==> config.mk <==
export PLATFORM = sky130hd
export DESIGN_NAME = fitbit_step_tracker_flat
export DESIGN_NICKNAME = d
export VERILOG_FILES = /design/src/rtl/fitbit_step_tracker_pkg.sv /design/src/rtl/fitbit_step_tracker_if.sv /design/src/rtl/fitbit_step_tracker_step_pulse_sync.sv /design/src/rtl/fitbit_step_tracker.sv /design/src/flat_wrapper.sv
export SDC_FILE = /design/constraint.sdc
export NUM_CORES = 1
export LEC_CHECK = 0
export ABC_CLOCK_PERIOD_IN_PS = 3340
export CAP_MARGIN = 20
export CORE_UTILIZATION = 53
export DETAILED_ROUTE_END_ITERATION = 16
export HOLD_SLACK_MARGIN = 0.05
export PLACE_DENSITY = 0.74
export RECOVER_POWER = 50
export REMOVE_ABC_BUFFERS = 1
export SLEW_MARGIN = 20
export SYNTH_ARGS = -nofsm -noshare
export SYNTH_HDL_FRONTEND = slang
export SYNTH_HIERARCHICAL = 1
export SYNTH_SLANG_ARGS = --single-unit
export TNS_END_PERCENT = 100
==> constraint.sdc <==
create_clock -name CLK -period 3.34 [get_ports CLK]
set_clock_uncertainty 0.05 [all_clocks]
set_input_delay 0.334 -clock CLK [delete_from_list [all_inputs] [get_ports CLK]]
set_output_delay 0.334 -clock CLK [all_outputs]
set_load 0.05 [all_outputs]
==> src/rtl/fitbit_step_tracker_pkg.sv <==
// Shared types and widths for the step tracker; no logic, no latency.
// Backpressure: none (constants only).
package fitbit_pkg;
    typedef enum logic [1:0] {
        IDLE = 2'd0,
        RUN  = 2'd1,
        HOLD = 2'd2
    } run_state_t;

    localparam int STEP_W          = 14;
    localparam int DIST_W          = 9;
    localparam int SEC_W           = 4;
    localparam int SECTIME_W       = 9;
    localparam int HALF_MILE_SHIFT = 10;

    localparam logic [SECTIME_W-1:0] SECTIME_MAX = 9'd511;
endpackage

==> src/rtl/fitbit_step_tracker_if.sv <==
// Step tracker I/O bundle: raw PULSE in, display metrics and 1 Hz tick out.
// Optional sat flag under TRACKER_SAT_FLAG_EN; no handshake, outputs are free-running registers.
interface fitbit_step_tracker_if;
    import fitbit_pkg::*;

    logic                 PULSE;
    logic                 slowClk;
    logic [STEP_W-1:0]    stepcnt;
    logic [DIST_W-1:0]    distance;
    logic [SEC_W-1:0]     sec;
    logic [SECTIME_W-1:0] sectime;
`ifdef TRACKER_SAT_FLAG_EN
    logic                 sat;

    modport master (output PULSE, input slowClk, stepcnt, distance, sec, sectime, sat);
    modport slave  (input PULSE, output slowClk, stepcnt, distance, sec, sectime, sat);
`else
    modport master (output PULSE, input slowClk, stepcnt, distance, sec, sectime);
    modport slave  (input PULSE, output slowClk, stepcnt, distance, sec, sectime);
`endif
endinterface

==> src/rtl/fitbit_step_tracker_step_pulse_sync.sv <==
// 2-FF synchronizer plus rising-edge detect; step edge 2 CLK after PULSE is sampled.
// Backpressure: none; one single-cycle edge per PULSE rise.
module step_pulse_sync (
    input  logic CLK,
    input  logic RESET,
    input  logic i_pulse,
    output logic o_step_edge
);
    logic r_sync1;
    logic r_sync2;
    logic r_prev;

    always_ff @(posedge CLK) begin
        if (!RESET) begin
            r_sync1 <= 1'b0;
            r_sync2 <= 1'b0;
            r_prev  <= 1'b0;
        end else begin
            r_sync1 <= i_pulse;
            r_sync2 <= r_sync1;
            r_prev  <= r_sync2;
        end
    end

    assign o_step_edge = r_sync2 & ~r_prev;
endmodule

==> src/rtl/fitbit_step_tracker.sv <==
// Step counter, distance, windowed-active and high-activity metrics plus 1 Hz tick; 3 CLK PULSE->stepcnt.
// Backpressure: none; optional sat output under TRACKER_SAT_FLAG_EN.
module fitbit_step_tracker
    import fitbit_pkg::*;
#(
    parameter int CLKS_PER_SEC = 100_000_000,
    parameter int STEP_MAX     = 9999,
    parameter int SEC_WINDOW   = 9,
    parameter int SEC_RATE     = 32,
    parameter int HI_RATE      = 64,
    parameter int RUN_MIN      = 60
) (
    input  logic                  CLK,
    input  logic                  RESET,
    fitbit_step_tracker_if.slave  bus
);
    localparam int DIV_W = (CLKS_PER_SEC > 1) ? $clog2(CLKS_PER_SEC) : 1;
    localparam int RUN_W = $clog2(RUN_MIN + 1);

    logic                 w_step_edge;
    logic                 w_tick;
    logic                 w_hi;
    logic [8:0]           w_rate_fin;
    logic [RUN_W-1:0]     w_run_len_p1;
    logic [SECTIME_W:0]   w_sectime_sum;
    logic [SECTIME_W-1:0] w_sectime_add;
    logic [SECTIME_W-1:0] w_sectime_inc;
    logic [STEP_W-1:0]    w_stepcnt_nxt;
    logic [SECTIME_W-1:0] w_sectime_nxt;
    logic [RUN_W-1:0]     w_run_len_nxt;
    run_state_t           w_state_nxt;

    logic [DIV_W-1:0]     r_div;
    logic [7:0]           r_rate_cnt;
    logic [3:0]           r_elapsed;
    logic [RUN_W-1:0]     r_run_len;
    run_state_t           r_state;
    logic                 r_slowclk;
    logic [STEP_W-1:0]    r_stepcnt;
    logic [DIST_W-1:0]    r_distance;
    logic [SEC_W-1:0]     r_sec;
    logic [SECTIME_W-1:0] r_sectime;

    step_pulse_sync u_sync (
        .CLK         (CLK),
        .RESET       (RESET),
        .i_pulse     (bus.PULSE),
        .o_step_edge (w_step_edge)
    );

    // A step landing on the tick cycle belongs to the second that is ending.
    assign w_tick        = (r_div == DIV_W'(CLKS_PER_SEC - 1));
    assign w_rate_fin    = {1'b0, r_rate_cnt} + {8'd0, w_step_edge};
    assign w_hi          = (w_rate_fin >= 9'(HI_RATE));
    assign w_run_len_p1  = r_run_len + RUN_W'(1);
    assign w_sectime_sum = {1'b0, r_sectime} + (SECTIME_W+1)'(RUN_MIN);
    assign w_sectime_add = w_sectime_sum[SECTIME_W] ? SECTIME_MAX : w_sectime_sum[SECTIME_W-1:0];
    assign w_sectime_inc = (r_sectime == SECTIME_MAX) ? r_sectime : r_sectime + SECTIME_W'(1);
    assign w_stepcnt_nxt = (w_step_edge && (r_stepcnt != STEP_W'(STEP_MAX)))
                         ? r_stepcnt + STEP_W'(1) : r_stepcnt;

    always_comb begin
        w_state_nxt   = r_state;
        w_run_len_nxt = r_run_len;
        w_sectime_nxt = r_sectime;
        if (w_tick) begin
            case (r_state)
                IDLE: begin
                    if (w_hi) begin
                        w_run_len_nxt = RUN_W'(1);
                        w_state_nxt   = RUN;
                    end
                end
                RUN: begin
                    if (!w_hi) begin
                        w_run_len_nxt = '0;
                        w_state_nxt   = IDLE;
                    end else if (w_run_len_p1 == RUN_W'(RUN_MIN)) begin
                        w_sectime_nxt = w_sectime_add;
                        w_state_nxt   = HOLD;
                    end else begin
                        w_run_len_nxt = w_run_len_p1;
                    end
                end
                HOLD: begin
                    if (w_hi) begin
                        w_sectime_nxt = w_sectime_inc;
                    end else begin
                        w_run_len_nxt = '0;
                        w_state_nxt   = IDLE;
                    end
                end
                default: w_state_nxt = IDLE;
            endcase
        end
    end

    always_ff @(posedge CLK) begin
        if (!RESET) begin
            r_div      <= '0;
            r_rate_cnt <= '0;
            r_elapsed  <= '0;
            r_run_len  <= '0;
            r_state    <= IDLE;
            r_slowclk  <= 1'b0;
            r_stepcnt  <= '0;
            r_distance <= '0;
            r_sec      <= '0;
            r_sectime  <= '0;
        end else begin
            r_div      <= w_tick ? '0 : r_div + DIV_W'(1);
            r_slowclk  <= w_tick;
            r_stepcnt  <= w_stepcnt_nxt;
            r_distance <= {{(DIST_W - STEP_W + HALF_MILE_SHIFT){1'b0}},
                           w_stepcnt_nxt[STEP_W-1:HALF_MILE_SHIFT]};
            r_state    <= w_state_nxt;
            r_run_len  <= w_run_len_nxt;
            r_sectime  <= w_sectime_nxt;
            if (w_tick) begin
                r_rate_cnt <= '0;
                if (r_elapsed != 4'd15)
                    r_elapsed <= r_elapsed + 4'd1;
                if ((r_elapsed < 4'(SEC_WINDOW)) && (w_rate_fin > 9'(SEC_RATE)))
                    r_sec <= r_sec + SEC_W'(1);
            end else if (w_step_edge && (r_rate_cnt != 8'd255)) begin
                r_rate_cnt <= r_rate_cnt + 8'd1;
            end
        end
    end

`ifdef TRACKER_SAT_FLAG_EN
    logic r_sat;

    always_ff @(posedge CLK) begin
        if (!RESET)
            r_sat <= 1'b0;
        else
            r_sat <= (w_stepcnt_nxt == STEP_W'(STEP_MAX)) || (w_sectime_nxt == SECTIME_MAX);
    end

    assign bus.sat = r_sat;
`endif

    assign bus.slowClk  = r_slowclk;
    assign bus.stepcnt  = r_stepcnt;
    assign bus.distance = r_distance;
    assign bus.sec      = r_sec;
    assign bus.sectime  = r_sectime;
endmodule

==> src/flat_wrapper.sv <==
// flat-port wrapper written by rule: the top's interface ports become plain ports
module fitbit_step_tracker_flat import fitbit_pkg::*;
#(
    parameter int CLKS_PER_SEC = 100_000_000,
    parameter int STEP_MAX     = 9999,
    parameter int SEC_WINDOW   = 9,
    parameter int SEC_RATE     = 32,
    parameter int HI_RATE      = 64,
    parameter int RUN_MIN      = 60
)
  (CLK, RESET, bus_PULSE, bus_slowClk, bus_stepcnt, bus_distance, bus_sec, bus_sectime);
  fitbit_step_tracker_if bus_i ();
  input  logic CLK;
  input  logic RESET;
  input wire logic [$bits(bus_i.PULSE)-1:0] bus_PULSE;
  output wire logic [$bits(bus_i.slowClk)-1:0] bus_slowClk;
  output wire logic [$bits(bus_i.stepcnt)-1:0] bus_stepcnt;
  output wire logic [$bits(bus_i.distance)-1:0] bus_distance;
  output wire logic [$bits(bus_i.sec)-1:0] bus_sec;
  output wire logic [$bits(bus_i.sectime)-1:0] bus_sectime;
  assign bus_i.PULSE = bus_PULSE;
  assign bus_slowClk = bus_i.slowClk;
  assign bus_stepcnt = bus_i.stepcnt;
  assign bus_distance = bus_i.distance;
  assign bus_sec = bus_i.sec;
  assign bus_sectime = bus_i.sectime;
  fitbit_step_tracker #(.CLKS_PER_SEC(CLKS_PER_SEC), .STEP_MAX(STEP_MAX), .SEC_WINDOW(SEC_WINDOW), .SEC_RATE(SEC_RATE), .HI_RATE(HI_RATE), .RUN_MIN(RUN_MIN)) u_core (.CLK(CLK), .RESET(RESET), .bus(bus_i));
endmodule
After elaboration in Yosys (flattened, before gate mapping):

Cells that the tools add are included.

* $add $sub $neg: 9
* magnitude comparators: 3
* eq/ne operators: 16
* muxes and demuxes: 17
* bitwise operators: 3
* reduce and logical (&&, ||, !) cells: 12

Operators with widths (count)
* $mux W9: 5
* $add A27 B1 Y27 const B: 1
* $eq A27 B27 Y1 const B: 1
* $mux W6: 4
* $pmux W6 S3: 1
* $pmux W9 S2: 1
* $add A14 B1 Y14 const B: 1
* $mux W14: 1
* $ne A14 B14 Y1 const B: 1
* $add A9 B6 Y10 const B: 1
* $add A8 B1 Y9: 1
* $add A9 B1 Y9 const B: 1
* $eq A9 B9 Y1 const B: 1
* $ge A9 B7 Y1 const B: 1
* $gt A9 B6 Y1 const B: 1
* $add A4 B1 Y4 const B: 2
* $add A8 B1 Y8 const B: 1
* $mux W2: 4
* $ne A2 B1 Y1 const B: 4
* $ne A8 B8 Y1 const B: 1
* $add A6 B1 Y6 const B: 1
* $eq A6 B6 Y1 const B: 1
* $ne A3 B3 Y1 const B: 2
* $pmux W2 S3: 1
* 16 further kinds: 21

* register bits: 83
* input port bits: 3
* output and inout port bits: 37
* word-level logic and storage cells: 74

Depth between registers and ports, before layout:

* word-level depth: 6
* gate-level depth with buffers: 10
* gate-level depth less buffers: 8

Cells and area by module:

The synthesis kept the hierarchy.

Modules (own cells, without submodules)
* fitbit_step_tracker: instances 1, cells each 516, area an instance 4359.2 µm², seq. area each 1501.4 µm²
* step_pulse_sync: instances 1, cells each 7, area an instance 92.6 µm², seq. area each 60.1 µm²

Least setup slack after synthesis:

OpenSTA, ideal clock, no wires.

* kind: register to register
* start point: reg u_core.r_sectime[2], in the netlist u_core/bus.sectime[2]
* end point: reg u_core.r_sectime[2], in the netlist u_core/bus.sectime[2]
* library setup time: 0.119 ns
* arrival time: 2.247 ns
* data required time: 3.171 ns
* setup slack: 0.924 ns
* cell stages (with the launch flop): 9
* path buffers: 1
* clock period less this slack: 2.416 ns
* cells stage by stage: dfxtp_1 > ha_1 > nand4_1 > nor2_1 > ha_1 > a2111o_1 > or2_0 > clkbuf_1 > o221a_2

* longest elaborated chain between the ends: 5
* elaborated cells between the ends (all ways): 11
* those cells by class: 2 x add/sub; 2 x eq/ne; 6 x mux; 1 x reduce/logical

Ends and longest elaborated chain
* start, declared: line fitbit_step_tracker.sv:42 `logic [SECTIME_W-1:0] r_sectime;`
* start signal, assigned: line fitbit_step_tracker.sv:118 `r_sectime <= w_sectime_nxt;`
* $add A9 B6 Y10: line fitbit_step_tracker.sv:56 `assign w_sectime_sum = {1'b0, r_sectime} + (SECTIME_W+1)'(RUN_MIN);`
* $mux W9: line fitbit_step_tracker.sv:57 `assign w_sectime_add = w_sectime_sum[SECTIME_W] ? SECTIME_MAX : w_sectime_sum[SECTIME_W-1:0];`
* $mux W9: line fitbit_step_tracker.sv:78 `end else if (w_run_len_p1 == RUN_W'(RUN_MIN)) begin`
* $mux W9: line fitbit_step_tracker.sv:75 `if (!w_hi) begin`
* $pmux W9 S2: line fitbit_step_tracker.sv:67 `case (r_state)`

Several ways; a longest one is shown, not always the timed one. The select of a mux whose other input is x is not followed.
A chain may end at the register's enable or synchronous reset.

Final worst setup path:

* start point: reg u_core.u_sync.r_sync2
* end point: reg u_core.r_sectime[2], in the netlist u_core/bus.sectime[2]

* longest elaborated chain between the ends: 5
* elaborated cells between the ends (all ways): 6
* those cells by class: 1 x add/sub; 1 x order compare; 2 x eq/ne; 1 x bitwise; 1 x reduce/logical

Ends and longest elaborated chain
* start, declared: line fitbit_step_tracker_step_pulse_sync.sv:10 `logic r_sync2;`
* start signal, assigned: line fitbit_step_tracker_step_pulse_sync.sv:20 `r_sync2 <= r_sync1;`
* $and A1 B1 Y1 *: line fitbit_step_tracker_step_pulse_sync.sv:25 `assign o_step_edge = r_sync2 & ~r_prev;`
* net u_core.w_step_edge: line fitbit_step_tracker.sv:20 `logic w_step_edge;`
* $add A8 B1 Y9 *: line fitbit_step_tracker.sv:53 `assign w_rate_fin = {1'b0, r_rate_cnt} + {8'd0, w_step_edge};`
* $ge A9 B7 Y1 *: line fitbit_step_tracker.sv:54 `assign w_hi = (w_rate_fin >= 9'(HI_RATE));`
* $ne A2 B1 Y1 (no source line)
* $reduce_and A6 Y1 (no source line) *

Mark *: on every way through the listed nets, which the timed path passes. The rest lies on a longest branch.

==> results.json <==
{
  "arrival_ns": 2.92,
  "ys_top_cells_by_area": "dfxtp_1 (35%), nor2_1 (5.7%), xnor2_1 (4.7%)",
  "die_area_um2": 8770,
  "path_class": "flip-flop to flip-flop",
  "post-route-util_pct": 61.3,
  "worstSetupEndpointType": "flip-flop",
  "cts_tree": "built",
  "synthCells": 523,
  "rows": 33,
  "cts_setup_buffers": 0,
  "holdWs_ns": 0.397,
  "clk_latency_ns": 0.36,
  "grt_pass1_vias": 3537,
  "max_freq_mhz": 374,
  "synth_area_um2": 4450,
  "drive_above_1_share_pct": 6.19,
  "yosysSeqAreaShare_pct": 35.1,
  "ir_drop_mv": 0.190,
  "syn_area_per_cell_um2": 8.51,
  "final_nets": 563,
  "outcome": "finished, final reports clean",
  "portBuffers": 34,
  "gr-total-overflow": 0,
  "numCtsBuffers": 9,
  "vias": 3894,
  "synth.most_common_cell": "dfxtp_1",
  "rsz0062_at_grt": "false",
  "htreeDepth": 3,
  "fp.coreArea_um2": 8180,
  "synth_top_area_share_pct": 35.1,
  "drcViolationCount": 0,
  "p_leak_nw": 1.83,
  "min_period_over_period_pct": 80.1,
  "die_w_um": 93.7,
  "power.density_nw_per_um2": 359,
  "crit_fanout": 13,
  "stdcell_area_um2": 5010,
  "cts_resized": 0,
  "drv_slew": 0,
  "root_buffer": "clkbuf_8",
  "synthFlopType": "dfxtp_1",
  "synth_seq_cells": 78,
  "cap_violations": 0,
  "grt_pass1_wl_mm": 16.0,
  "n_antenna_cell": 0,
  "p_switching_mw": 0.402,
  "clk_path_buf_depth": 2,
  "grt_max_degree": 27,
  "post-route-min-period_ns": 2.67,
  "drt-total-wl_mm": 9.48,
  "start_kind": "flip-flop",
  "switching_share_pct": 22.4,
  "yosys-top-cells-count": "dfxtp_1 (78), nor2_1 (68), nand2_1 (39), nand3_1 (28), xnor2_1 (24)",
  "p_int_mw": 1.39,
  "worstMarginPinSlew_ns": 1.28,
  "die_h_um": 93.7,
  "hold_class": "flip-flop to flip-flop",
  "pwr-share-clk_pct": 44.3,
  "firstDrtPassIters": 5,
  "setup_tns_ns": 0,
  "hpwl_mm": 6.69,
  "power_frac_comb_pct": 3.4,
  "grt_usage_pct": 22.7,
  "routed_via_density": 5.95,
  "async_flop_share_pct": 0,
  "initial_core_util_pct": 54.5,
  "path_clk_slew_ns": 0.08,
  "hold_buffers": 0,
  "p_seq_share_pct": 52.4,
  "synth_warnings": 6,
  "ioPinCount": 40,
  "drtIter0Drc": 206,
  "post_drt_wl_per_cell_um": 14.5,
  "area_growth_pct": 12.6,
  "placed_area_um2": 4800,
  "worstPathRequired_ns": 3.59,
  "synth_top_area_cell": "dfxtp_1",
  "synth-edff-count": 0,
  "finalSetupViolCount": 0,
  "finalWeightedCongestion": 0.858,
  "clock_sinks": 78,
  "finalHoldViolCount": 0,
  "ys_types": 66,
  "slew_headroom_pct": 13.6,
  "drtAntennaViolNets": 0,
  "antenna_found_initial": 0
}
-- metrics by stage --
| step | power (mW) | setup WS, ns | instances |
|---|---|---|---|
| 3_5_place_dp | 1.03 | 0.716 | 638 |
| 5_1_grt | 1.86 | 0.410 | 654 |
| 2_1_floorplan | 1.00 | 0.398 | 492 |
| 3_3_place_gp | 1.02 | 0.782 | 638 |
| 6_report | 1.80 | 0.665 | 654 |
| 4_1_cts | 1.81 | 0.681 | 654 |
-- layout make-up --
class | count | area, um2
tap | 105 | 131
fill | 707 | 3160
sequential | 78 | 1560
timing repair buffer | 41 | 389
inverter | 15 | 56.3
clock buffer | 11 | 141
clock inverter | 5 | 81.3
multi-input combinational | 399 | 2650
-- path summary, 6_finish.rpt --
check / start / endpoint / slack, ns / cells after the start
hold reg to reg: u_core/u_sync/r_sync1 / u_core/u_sync/r_sync2 / 0.40 / 1
setup reg to reg: u_core/u_sync/r_sync2 / u_core/bus.sectime[2] / 0.67 / 8
hold / removal: u_core/u_sync/r_sync1 / u_core/u_sync/r_sync2 / 0.40 / 1
setup / recovery: u_core/u_sync/r_sync2 / u_core/bus.sectime[2] / 0.67 / 8
-- critical path, stage by stage (launching register included) --
cell      delay, ns
dfxtp_1        0.33
nor2b_4        0.19
ha_1           0.21
ha_1           0.25
nand2b_1       0.11
nor4_4         0.47
a2111o_1       0.38
or2_0          0.37
o221a_2        0.25
-- flip-flops by register name, indices dropped and copies added, names as in the netlist --
register,count
u_core/r_elapsed,4
u_core/r_div,27
u_core/r_rate_cnt,8
u_core/bus.stepcnt,14
u_core/bus.sectime,9
u_core/u_sync/r_sync1,1
u_core/r_state,2
u_core/r_run_len,6
u_core/bus.sec,4
u_core/bus.slowClk,1
u_core/u_sync/r_prev,1
u_core/u_sync/r_sync2,1
-- metal layers --
| metal | GRT usage, % | share of wire [%] |
|---|---|---|
| met1 | 29.3 | 47 |
| met4 | 6.41 | 1.3 |
| met2 | 37.4 | 47 |
| met3 | 5.91 | 4.8 |
| met5 | 0 | 0 |
-- layout by cell type, fill, tap and decap left out, types with 3 or more instances in the layout --
| cell | synthesis | final |
|---|---|---|
| o221a_2 | 3 | 3 |
| and2_0 | 1 | 3 |
| clkbuf_8 | 0 | 10 |
| conb_1 | 1 | 5 |
| o21a_1 | 3 | 3 |
| a21o_1 | 3 | 3 |
| dlygate4sd3_1 | 0 | 32 |
| and3_1 | 12 | 12 |
| o41ai_1 | 4 | 4 |
| mux2i_1 | 13 | 13 |
| nor2_1 | 68 | 68 |
| and2_1 | 6 | 4 |
| nor4_1 | 11 | 11 |
| or4_1 | 4 | 4 |
| or3_1 | 6 | 6 |
| xnor2_1 | 24 | 24 |
| and4_1 | 7 | 7 |
| nand4_1 | 16 | 16 |
| o311ai_0 | 4 | 4 |
| a21oi_1 | 13 | 13 |
| ha_1 | 16 | 16 |
| nand3_1 | 28 | 28 |
| inv_1 | 14 | 14 |
| dfxtp_1 | 78 | 78 |
| buf_4 | 12 | 6 |
| o31ai_1 | 5 | 5 |
| nor3_1 | 19 | 19 |
| nand2_1 | 39 | 39 |
| nand4b_1 | 3 | 3 |
| a211oi_1 | 5 | 4 |
| nand2b_1 | 6 | 6 |
| o21ai_0 | 12 | 12 |
| xor2_1 | 21 | 21 |
| nor4b_1 | 3 | 3 |
-- power groups by stage --
| stage | clock network [mW] | logic [mW] | registers [mW] |
|---|---|---|---|
| 4_1_cts | 0.809 | 0.0624 | 0.941 |
| 2_1_floorplan | 0 | 0.0381 | 0.965 |
| 3_3_place_gp | 0 | 0.0619 | 0.963 |
| 6_report | 0.796 | 0.0604 | 0.941 |
| 5_1_grt | 0.855 | 0.0666 | 0.943 |
| 3_5_place_dp | 0 | 0.0621 | 0.963 |
-- cells by family after synthesis --
logic type               share of synthesized area, %
buffers and inverters                            5.56
XOR/XNOR                                         8.85
AND/OR/NAND/NOR                                  29.2
adder cells (fa/ha/maj)                          4.50
flip-flops                                       35.1
other                                          0.0842
multiplexers                                     2.92
AO/OA/AOI/OAI                                    13.8
(Power assumes the default switching activity.)
